--- src/rtl/mod_counter.sv ---
// Modulo-(MAX_VAL+1) up/down counter with clear, clamped load, enable and registered wrap strobes; 1-cycle latency.
// Define MOD_COUNTER_SATURATE_EN to saturate at the range ends and pulse wrap_up/wrap_dn on each blocked step instead.
module mod_counter #(
    parameter int          WIDTH   = 8,
    parameter int unsigned MAX_VAL = (2**WIDTH) - 1
) (
    input  logic             clk,
    input  logic             rst,
    input  logic             clr,
    input  logic             load,
    input  logic [WIDTH-1:0] load_val,
    input  logic             en,
    input  logic             up,
    output logic [WIDTH-1:0] count,
    output logic             at_max,
    output logic             at_min,
    output logic             wrap_up,
    output logic             wrap_dn
);

    localparam logic [WIDTH:0]   MAX_EXT = (WIDTH+1)'(MAX_VAL);
    localparam logic [WIDTH-1:0] MAX_CNT = WIDTH'(MAX_VAL);

    logic [WIDTH-1:0] count_q, count_d;
    logic             wrap_up_q, wrap_up_d;
    logic             wrap_dn_q, wrap_dn_d;
    logic [WIDTH:0]   inc_ext, dec_ext;
    logic [WIDTH-1:0] load_clamped;

    // Extra headroom bit keeps the clamp compare exact when MAX_VAL is not 2**WIDTH-1.
    assign inc_ext      = {1'b0, count_q} + 1'b1;
    assign dec_ext      = {1'b0, count_q} - 1'b1;
    assign load_clamped = ({1'b0, load_val} > MAX_EXT) ? MAX_CNT : load_val;

    always_comb begin
        count_d   = count_q;
        wrap_up_d = 1'b0;
        wrap_dn_d = 1'b0;
        if (clr) begin
            count_d = '0;
        end else if (load) begin
            count_d = load_clamped;
        end else if (en) begin
            if (up) begin
                if (count_q == MAX_CNT) begin
`ifdef MOD_COUNTER_SATURATE_EN
                    count_d   = count_q;
`else
                    count_d   = '0;
`endif
                    wrap_up_d = 1'b1;
                end else begin
                    count_d = WIDTH'(inc_ext);
                end
            end else begin
                if (count_q == '0) begin
`ifdef MOD_COUNTER_SATURATE_EN
                    count_d   = count_q;
`else
                    count_d   = MAX_CNT;
`endif
                    wrap_dn_d = 1'b1;
                end else begin
                    count_d = WIDTH'(dec_ext);
                end
            end
        end
    end

    always_ff @(posedge clk or posedge rst) begin
        if (rst) begin
            count_q   <= '0;
            wrap_up_q <= 1'b0;
            wrap_dn_q <= 1'b0;
        end else begin
            count_q   <= count_d;
            wrap_up_q <= wrap_up_d;
            wrap_dn_q <= wrap_dn_d;
        end
    end

    assign count   = count_q;
    assign wrap_up = wrap_up_q;
    assign wrap_dn = wrap_dn_q;
    assign at_max  = (count_q == MAX_CNT);
    assign at_min  = (count_q == '0);

endmodule

--- config.mk ---
export PLATFORM = sky130hd
export DESIGN_NAME = mod_counter
export DESIGN_NICKNAME = d
export VERILOG_FILES = /design/src/rtl/mod_counter.sv
export SDC_FILE = /design/constraint.sdc
export NUM_CORES = 1
export LEC_CHECK = 0
export BUFFER_PORTS_ARGS = -buffer_cell sky130_fd_sc_hd__buf_2
export CORE_MARGIN = 2
export CORE_UTILIZATION = 55
export CTS_CLUSTER_SIZE = 30
export DETAILED_ROUTE_END_ITERATION = 10
export GPL_ROUTABILITY_DRIVEN = 0
export GPL_TIMING_DRIVEN = 0
export PLACE_DENSITY = 0.83
export SYNTH_ARGS = -nofsm -noshare
export SYNTH_HDL_FRONTEND = slang
export SYNTH_SLANG_ARGS = --single-unit
export TNS_END_PERCENT = 5
--- constraint.sdc ---
create_clock -name clk -period 5.98 [get_ports clk]
set_input_delay 0.299 -clock clk [delete_from_list [all_inputs] [get_ports clk]]
set_output_delay 0.299 -clock clk [all_outputs]
set_load 0.005 [all_outputs]
==> results of run 1 <==
==> final timing paths <==
path                                      start              endpoint  slack [ns]  cells past startpoint
max in group asynchronous                   rst  count[4]$_DFFE_PP0P_        5.68                      2
setup / recovery           count[1]$_DFFE_PP0P_                at_min        3.77                      7
hold reg to reg            count[6]$_DFFE_PP0P_  count[6]$_DFFE_PP0P_        0.62                      1
setup reg to reg           count[1]$_DFFE_PP0P_  count[0]$_DFFE_PP0P_        3.86                      8
min in group clk                    load_val[4]  count[4]$_DFFE_PP0P_        0.27                      3
hold / removal                              rst  count[3]$_DFFE_PP0P_      -0.002                      2
==> final cells by class <==
| type | count | area [um2] |
|---|---|---|
| fill | 142 | 537 |
| inverter | 10 | 37.5 |
| multi-input combinational | 84 | 612 |
| timing repair buffer | 24 | 120 |
| clock buffer | 4 | 36.3 |
| tap | 17 | 21.3 |
| sequential | 10 | 250 |
| buffer | 12 | 75.1 |
==> cells in the final DEF (no fill, tap or decap), types with 2 or more instances in the layout <==
cell,netlist,final
ha_1,3,3
o21ai_0,2,2
buf_2,3,27
a2111oi_2,3,3
a211oi_1,3,3
buf_6,3,3
clkbuf_1,3,3
clkbuf_4,0,3
or4_1,3,3
nor4_1,3,3
a21oi_1,5,5
dfrtp_1,10,10
a31oi_1,3,3
or4_4,2,2
nor3b_1,3,3
xor2_1,2,2
xnor2_1,2,2
o221ai_1,2,2
nor3_1,5,5
nand3_1,4,4
nor2b_1,3,3
nand2_1,6,6
inv_1,10,10
o22ai_1,2,2
nor2_1,8,8
buf_1,2,2
==> registers in the layout, summed over array words and instances (netlist names) <==
register,cells
wrap_up,1
wrap_dn,1
count,8
==> power breakdown <==
part	total (W)	internal, W	leakage (nW)	switching [W]
sequential	0.0000775	0.0000718	0.133	0.00000571
combinational	0.0000782	0.0000342	0.372	0.0000440
clock	0.0000642	0.0000370	0.0210	0.0000272
==> metrics by stage <==
stage	instances	utilization	setup WS [ns]	hold WS [ns]
after floorplan	116	-	4.04	0.139
after global placement	157	0.661	3.93	0.293
after detailed placement	157	0.661	3.89	0.312
after CTS	161	0.682	3.79	0.0122
after global routing	161	0.682	3.72	0.0528
final	161	0.682	3.77	-0.00242
==> worst max-delay path, cell delays in order (launching register included) <==
cell and delay [ns]:
dfrtp_1 0.40, clkbuf_1 0.22, inv_1 0.13, ha_1 0.16, or3b_1 0.33, buf_2 0.18
nor2_1 0.11, buf_2 0.11
==> routing by layer <==
| layer | share of wire | routed length [um] |
|---|---|---|
| met5 | 0 | 0 |
| met4 | 0.024 | 61 |
| met3 | 0.084 | 218 |
| met2 | 0.47 | 1210 |
| met1 | 0.42 | 1100 |
==> cell families (layout without fill, tap and decap cells) <==
| kind of cell | after synthesis | in the layout |
|---|---|---|
| compound gates | 32 | 32 |
| xor+xnor | 4 | 4 |
| fa+ha+maj | 3 | 3 |
| buf+inv | 22 | 50 |
| flops | 10 | 10 |
| mux | 1 | 1 |
| simple gates | 44 | 44 |
==> impl_metrics.csv, run 1 <==
group,metric,value,unit
clock_tree,clock_path_buffers,2,
sta,worst_slew_pin_slew,0.571,ns
synth,yosysSeqAreaShare,0.257,
clock_tree,cts_buffers,3,
global_routing,gr-usage-met1,0.350,
route,drt_iter0_drc,59,
die,io_pins,26,
synth,synthArstFlopShare,1.00,
sta,rsz0062_at_grt,"false",
clock_tree,htree_levels,1,
route,vias,1046,
synth,synth-compound-area-share,0.266,
clock_tree,clk_pin_slew_worst_paths,0.08,ns
global_routing,grt_max_degree,11,
sta,period_share,0.370,
pwr,irDropWorstVdd,108,uV
outcome,violations,"hold timing",
synth,synth.area.top_cells,"dfrtp_1 26%, a2111oi_2 4.6%, ha_1 3.9%, inv_1 3.9%, buf_6 3.5%",
route,dr.pass1.iters,4,
worst_setup_path,endpoint_kind,"output port",
synth,synth-simple-area-share,0.277,
die,dieArea,2120,um2
clock_tree,cts_resized,0,
die,initial_utilization,0.577,
worst_hold_path,hold_class,"in2async",
synth,synth_xor_area_frac,0.0359,
sta,hold_violations,6,
worst_setup_path,critPathMaxFanout,9,
clock_tree,root_buffer,"clkbuf_4",
global_routing,met3_usage,0.0314,
worst_setup_path,required,5.68,ns
sta,max_freq,452,MHz
route,drc,0,
sta,fin_skew,0.00733,ns
clock_tree,clkSinkCount,10,
synth,synth_top_area_share,0.257,
synth,ys.warnings.count,0,
synth,ys_ff_latch,10,
sta,finalCriticalPeriod,2.21,ns
synth,yosys.area_share.adder,0.0385,
global_routing,grt_usage,0.259,
synth,synth_edf_count,0,
finish,diodes,0,
sta,maxSlewViolCount,0,
synth,syn_area,975,um2
finish,syn_to_final_growth,18.2,%
finish,design_area,1150,um2
pwr,cellPowerDensity,191,nW/um2
sta,tns,0,ns
finish,nets,162,
sta,whs,-0.00242,ns
synth,avgSynthCellArea,8.40,um2
route,final_antenna_net_count,0,
synth,ys_types,46,
worst_setup_path,critPathLaunchType,"flop",
synth,synth_cells,116,
pwr,total_power,0.000220,W
worst_setup_path,cp.arrival,1.91,ns
global_routing,grt_first_pass_wirelength,3.88,mm
global_routing,top_usage_layer,"met2",
global_routing,grt_antenna_before_repair,0,
placement,place_area,1120,um2
global_routing,grt_pass1_vias,865,
sta,relSlewSlack,0.620,
die,coreArea,1690,um2
synth,syn-num-nets,133,
sta,final-setup-viol-count,0,
route,viasPerCell,6.50,
die,dieWidth,46.1,um
outcome,status,"complete, but fails checks",
placement,hpwlAfterDp,1.79,mm
job,cap_violations,0,
route,drt-total-wl,2.59,mm
clock_tree,cts_tree,"yes",
global_routing,use_met2,0.397,
finish,drive_above_1_share,0.319,
synth,synthFlopType,"dfrtp_1",
clock_tree,cts_setup_buffers,0,
die,fp.dieH,46.1,um
synth,synth.mux.area_fraction,0.0103,
die,rows,15,
synth,synthTopCellsByCount,"10 x dfrtp_1, 10 x inv_1, 8 x nor2_1",
placement,portBuffers,24,
worst_setup_path,worst-setup-path-type,"reg2out",
synth,yosys.area.top_type,"dfrtp_1",
clock_tree,clk_latency,0.28,ns
route,wl_per_cell,16.1,um
global_routing,grt.overflow.total,0,
pwr,p_leak,0.526,nW
synth,synth_top_family_by_area,"simple AND/OR/NAND/NOR gates",
clock_tree,ctsHoldBuffers,0,
(Power assumes the default switching activity.)
==> inputs of run 2 (changes only) <==
--- a/config.mk
+++ b/config.mk
@@ -7,12 +7,12 @@
 export LEC_CHECK = 0
 export BUFFER_PORTS_ARGS = -buffer_cell sky130_fd_sc_hd__buf_2
 export CORE_MARGIN = 2
-export CORE_UTILIZATION = 55
+export CORE_UTILIZATION = 47
 export CTS_CLUSTER_SIZE = 30
 export DETAILED_ROUTE_END_ITERATION = 10
 export GPL_ROUTABILITY_DRIVEN = 0
 export GPL_TIMING_DRIVEN = 0
-export PLACE_DENSITY = 0.83
+export PLACE_DENSITY = 0.75
 export SYNTH_ARGS = -nofsm -noshare
 export SYNTH_HDL_FRONTEND = slang
 export SYNTH_SLANG_ARGS = --single-unit
==> constraint.sdc (replaced) <==
create_clock -name clk -period 2 [get_ports clk]
set_input_delay 0.1 -clock clk [delete_from_list [all_inputs] [get_ports clk]]
set_output_delay 0.1 -clock clk [all_outputs]
set_load 0.005 [all_outputs]
==> impl_metrics.csv, run 2 (synthesized netlist as in run 1, its figures left out) <==
group,metric,value,unit
worst_setup_path,critPathLaunchType,"flop",
worst_setup_path,endpoint_kind,"flop",
pwr,combPwrFrac,0.441,
clock_tree,clk_pin_slew_worst_paths,0.08,ns
finish,nFillCells,173,
route,wl_per_cell,16.7,um
sta,maxSlewViolCount,0,
route,viasPerCell,6.17,
pwr,power_frac_clock,0.220,
die,dieWidth,49.5,um
finish,multi_input_area,662,um2
finish,final_cell_mix,"26 x buf_2, 13 x buf_4, 10 x dfrtp_1, 8 x inv_1, 8 x nor2_1",
sta,max_freq,496,MHz
sta,finalCriticalPeriod,2.02,ns
pwr,cellPowerDensity,516,nW/um2
route,drt_iter0_drc,90,
outcome,status,"complete, but fails checks",
pwr,p_int,0.000432,W
worst_hold_path,hold_class,"in2reg",
finish,seq_area,250,um2
worst_setup_path,path_common_cell,"buf_6",
clock_tree,clk_latency,0.27,ns
global_routing,grt_pass1_vias,1009,
worst_hold_path,holdPathStages,3,
global_routing,grt_first_pass_wirelength,4.61,mm
worst_hold_path,worstHoldStart,"load_val[4]",
pwr,switchingPower,0.000256,W
worst_setup_path,required,2.16,ns
die,coreArea,1960,um2
global_routing,grt_usage,0.241,
sta,tns,-0.0180,ns
worst_hold_path,hold_end,"count[4]$_DFFE_PP0P_",
worst_setup_path,crit_family,"simple AND/OR/NAND/NOR gates",
clock_tree,htree_levels,1,
worst_setup_path,slowest_delay,0.42,ns
global_routing,grt_antenna_before_repair,0,
worst_setup_path,reg2reg_to,"count[0]$_DFFE_PP0P_",
global_routing,grt_max_degree,11,
route,final_antenna_net_count,0,
worst_setup_path,critPathMaxFanout,5,
finish,final_util,0.680,
route,dr.pass1.iters,4,
sta,final-setup-viol-count,1,
sta,setup_ws,-0.0180,ns
finish,syn_to_final_growth,36.8,%
route,drt-total-wl,3.08,mm
die,initial_utilization,0.497,
global_routing,grt.overflow.total,0,
finish,layout.cells.most_common,"buf_2",
clock_tree,clock_path_buffers,2,
sta,whs,0.0725,ns
pwr,p_leak,0.601,nW
finish,nets,176,
sta,hold_violations,0,
die,io_pins,26,
clock_tree,cts_tree,"yes",
placement,hpwlAfterDp,1.89,mm
pwr,irDropWorstVdd,266,uV
worst_setup_path,regToRegStartpoint,"count[1]$_DFFE_PP0P_",
finish,diodes,0,
sta,rsz0062_at_grt,"true",
outcome,violations,"setup timing",
pwr,sequentialPowerShare,0.339,
clock_tree,clkSinkCount,10,
worst_setup_path,worst-setup-path-type,"reg2reg",
job,cap_violations,0,
placement,dp_slack,-0.0938,ns
clock_tree,cts_buffers,3,
sta,fin_skew,0.00539,ns
sta,relSlewSlack,0.600,
sta,worst_slew_pin_slew,0.600,ns
worst_setup_path,crit_buf_inv,4,
route,drc,0,
sta,period_share,1.01,
worst_setup_path,reg2reg_depth,9,
die,fp.dieH,49.5,um
worst_setup_path,worstPathCellList,"buf_6 > inv_4 > ha_4 > or3b_4 > buf_6 > buf_4 > nor3_4 > a2111oi_4 > a2111oi_2",
worst_setup_path,r2r_slack,-0.02,ns
die,dieArea,2450,um2
finish,largest_reg_flops,8,
finish,drive_above_1_share,0.427,
worst_setup_path,cp.arrival,2.18,ns
worst_setup_path,slowest_stage,"dfrtp_1",
placement,portBuffers,24,
clock_tree,root_buffer,"clkbuf_4",
route,vias,1135,
pwr,switching_share,0.372,
die,rows,16,
==> run 2: changes by cell type in the layout (fill, tap and decap cells not counted), sizes merged <==
cell	previous run	this run
buf	33	47
dlygate4sd3	0	1
clkbuf	7	5
==> run 2: stage by stage <==
stage | total power (W) | std cells | cell area [um2]
2_1_floorplan | 0.000399 | 116 | 975
3_3_place_gp | 0.000457 | 167 | 1130
3_5_place_dp | 0.000464 | 167 | 1130
4_1_cts | 0.000612 | 171 | 1170
5_1_grt | 0.000725 | 184 | 1330
6_report | 0.000688 | 184 | 1330
==> run 2: cell type report <==
class	instances	share of cell area
multi-input cells	84	0.496
flip-flops and latches	10	0.188
repair buffers	38	0.171
plain buffers	12	0.0694
inverters	10	0.0338
well taps	27	0.0253
clock buffers	3	0.0169
==> run 2: how the worst max path moves through the flow <==
stage / depth (start not counted) / end / slack (ns) / startpoint
2_1_floorplan: 8 / count[0]$_DFFE_PP0P_ / 0.06 / count[0]$_DFFE_PP0P_
3_3_place_gp: 8 / count[5]$_DFFE_PP0P_ / -0.05 / count[1]$_DFFE_PP0P_
3_5_place_dp: 8 / count[0]$_DFFE_PP0P_ / -0.09 / count[1]$_DFFE_PP0P_
4_1_cts: 8 / count[5]$_DFFE_PP0P_ / -0.02 / count[0]$_DFFE_PP0P_
5_1_grt: 8 / count[5]$_DFFE_PP0P_ / -0.15 / count[1]$_DFFE_PP0P_
6_report: 9 / count[0]$_DFFE_PP0P_ / -0.02 / count[1]$_DFFE_PP0P_
==> run 2: per-layer routing <==
layer	vias to the layer above	track usage	wire length, um
met1	533	0.316	1180
met2	69	0.391	1490
met5	-	0	0
li1	521	-	-
met4	0	0.116	95
met3	12	0.0303	315
==> run 2: power groups by stage <==
stage	registers (W)	logic (W)	clock network [W]
after floorplan	0.000234	0.000165	0
after global placement	0.000234	0.000223	0
after detailed placement	0.000235	0.000228	0
after CTS	0.000231	0.000234	0.000146
after global routing	0.000235	0.000331	0.000159
final	0.000233	0.000304	0.000151
==> run 2: what timing repair did <==
action	4_1_cts	5_1_grt
resized for setup	4	16
pin swaps	1	4
gates cloned	0	0
setup buffers	0	13
hold buffers	1	0
hold endpoints to repair	10	0
endpoints found under the setup margin	3	7
==> run 2: worst reg2reg max path, cell delays in order, from the launching register on <==
cell       delay [ns]
dfrtp_1          0.42
buf_6            0.15
inv_4            0.06
ha_4             0.13
or3b_4           0.37
buf_6            0.14
buf_4            0.14
nor3_4           0.20
a2111oi_4        0.08
a2111oi_2        0.23
==> inputs of run 3 (changes only) <==
--- a/config.mk
+++ b/config.mk
@@ -5,7 +5,7 @@
 export SDC_FILE = /design/constraint.sdc
 export NUM_CORES = 1
 export LEC_CHECK = 0
-export BUFFER_PORTS_ARGS = -buffer_cell sky130_fd_sc_hd__buf_2
+export BUFFER_PORTS_ARGS = -buffer_cell sky130_fd_sc_hd__buf_4
 export CORE_MARGIN = 2
 export CORE_UTILIZATION = 47
 export CTS_CLUSTER_SIZE = 30
@@ -13,6 +13,7 @@
 export GPL_ROUTABILITY_DRIVEN = 0
 export GPL_TIMING_DRIVEN = 0
 export PLACE_DENSITY = 0.75
+export SETUP_SLACK_MARGIN = 0.15
 export SYNTH_ARGS = -nofsm -noshare
 export SYNTH_HDL_FRONTEND = slang
 export SYNTH_SLANG_ARGS = --single-unit
==> impl_metrics.csv, run 3 (synthesized netlist as in run 1, its figures left out) <==
group,metric,value,unit
outcome,status,"complete, no violations",
clock_tree,clkSinkCount,10,
worst_setup_path,endpoint_kind,"flop",
die,rows,16,
placement,numPlacedInstances,167,
sta,period_share,0.961,
finish,diodes,0,
die,dieArea,2450,um2
worst_hold_path,hold_class,"in2reg",
sta,hold_violations,0,
route,final_antenna_net_count,0,
pwr,combPwrFrac,0.429,
global_routing,grt_usage,0.264,
worst_setup_path,worst-setup-path-type,"reg2reg",
worst_hold_path,holdPathStages,3,
route,drt_iter0_drc,78,
sta,rsz0062_at_grt,"true",
route,drt-total-wl,3.18,mm
sta,final-setup-viol-count,0,
finish,nets,172,
route,dr.pass1.iters,5,
clock_tree,root_buffer,"clkbuf_4",
finish,layout.cells.most_common,"buf_4",
clock_tree,cts_tree,"yes",
worst_setup_path,required,2.18,ns
sta,max_freq,520,MHz
global_routing,grt_antenna_before_repair,0,
sta,maxSlewViolCount,0,
sta,relSlewSlack,0.607,
clock_tree,clock_path_buffers,2,
pwr,p_leak,0.606,nW
placement,portBuffers,24,
pwr,p_int,0.000489,W
global_routing,grt_first_pass_wirelength,4.95,mm
worst_setup_path,cp.arrival,2.11,ns
sta,worst_slew_pin_slew,0.589,ns
placement,hpwlAfterDp,1.93,mm
pwr,cellPowerDensity,532,nW/um2
worst_setup_path,critPathMaxFanout,10,
clock_tree,clk_latency,0.29,ns
worst_setup_path,reg2reg_depth,5,
route,vias,1120,
die,fp.dieH,49.5,um
global_routing,grt.overflow.total,0,
global_routing,grt_pass1_vias,1019,
route,viasPerCell,6.19,
global_routing,grt_max_degree,11,
finish,drive_above_1_share,0.435,
pwr,power_frac_clock,0.262,
finish,finalNonFillerCells,181,
pwr,sequentialPowerShare,0.309,
route,drc,0,
clock_tree,clk_pin_slew_worst_paths,0.08,ns
finish,final_cell_mix,"31 x buf_4, 9 x dfrtp_1, 8 x inv_1, 7 x nor2_1, 6 x buf_6",
placement,place_area,1210,um2
finish,design_area,1430,um2
pwr,irDropWorstVdd,491,uV
worst_setup_path,critPathLaunchType,"flop",
clock_tree,cts_buffers,3,
route,wl_per_cell,17.6,um
die,io_pins,26,
die,initial_utilization,0.497,
sta,fin_skew,0.00588,ns
sta,finalCriticalPeriod,1.92,ns
job,cap_violations,0,
finish,syn_to_final_growth,46.6,%
pwr,switchingPower,0.000270,W
finish,largest_reg_flops,8,
die,coreArea,1960,um2
die,dieWidth,49.5,um
pwr,switching_share,0.356,
clock_tree,htree_levels,1,
-- run 3: area by class of cell --
class	instances	area (um2)
sequential	10	251
buffer	12	95.1
inverter	10	47.5
clock buffer	4	36.3
tap	27	33.8
fill	149	533
multi-input combinational	84	691
timing repair buffer	34	274
-- run 3: per-layer routing --
metal	global-route usage	wire, um
met1	0.377	1260
met2	0.382	1600
met4	0.139	69
met5	0	0
met3	0.0364	246
-- run 3: worst paths after layout --
path / start / endpoint / slack (ns)
worst min register to register: count[6]$_DFFE_PP0P_ / count[6]$_DFFE_PP0P_ / 0.61
worst min-delay path: load_val[4] / count[4]$_DFFE_PP0P_ / 0.07
max in group asynchronous: rst / count[5]$_DFFE_PP0P_ / 1.33
worst max register to register: count[2]$_DFFE_PP0P_ / count[3]$_DFFE_PP0P_ / 0.08
min in group asynchronous: rst / count[4]$_DFFE_PP0P_ / 0.36
worst max-delay path: count[2]$_DFFE_PP0P_ / count[3]$_DFFE_PP0P_ / 0.08
-- run 3: worst max-delay path, stage by stage, from the launching register on --
cell and delay [ns]:
dfrtp_1 0.45, clkbuf_1 0.26, or4_1 0.60, o2111ai_1 0.13, a221oi_1 0.11, nor3b_1 0.27
-- run 3: metrics by stage --
| stage | total power (W) | utilization | TNS (ns) | hold slack, ns | worst slack, ns |
|---|---|---|---|---|---|
| final | 0.000760 | 0.728 | 0 | 0.0671 | 0.0777 |
| after global routing | 0.000790 | 0.728 | -0.0567 | 0.0847 | -0.0567 |
| after CTS | 0.000725 | 0.696 | 0 | 0.0748 | 0.0751 |
| after detailed placement | 0.000488 | 0.616 | 0 | 0.123 | 0.0182 |
| after global placement | 0.000483 | 0.616 | 0 | 0.110 | 0.0504 |
| after floorplan | 0.000409 | - | 0 | -0.0598 | 0.125 |
-- run 3: power groups by stage --
stage          clock network [W]  registers (W)  logic (W)
2_1_floorplan                  0       0.000234   0.000174
3_3_place_gp                   0       0.000236   0.000247
5_1_grt                 0.000206       0.000238   0.000347
6_report                0.000199       0.000235   0.000326
4_1_cts                 0.000196       0.000232   0.000297
3_5_place_dp                   0       0.000237   0.000252
-- run 3: what timing repair did --
action	in CTS	in global routing
endpoints found under the hold margin	10	0
hold buffers	1	0
pin swaps	5	4
cloned	0	0
setup endpoints to repair	6	8
resized for setup	10	10
setup buffers	7	2
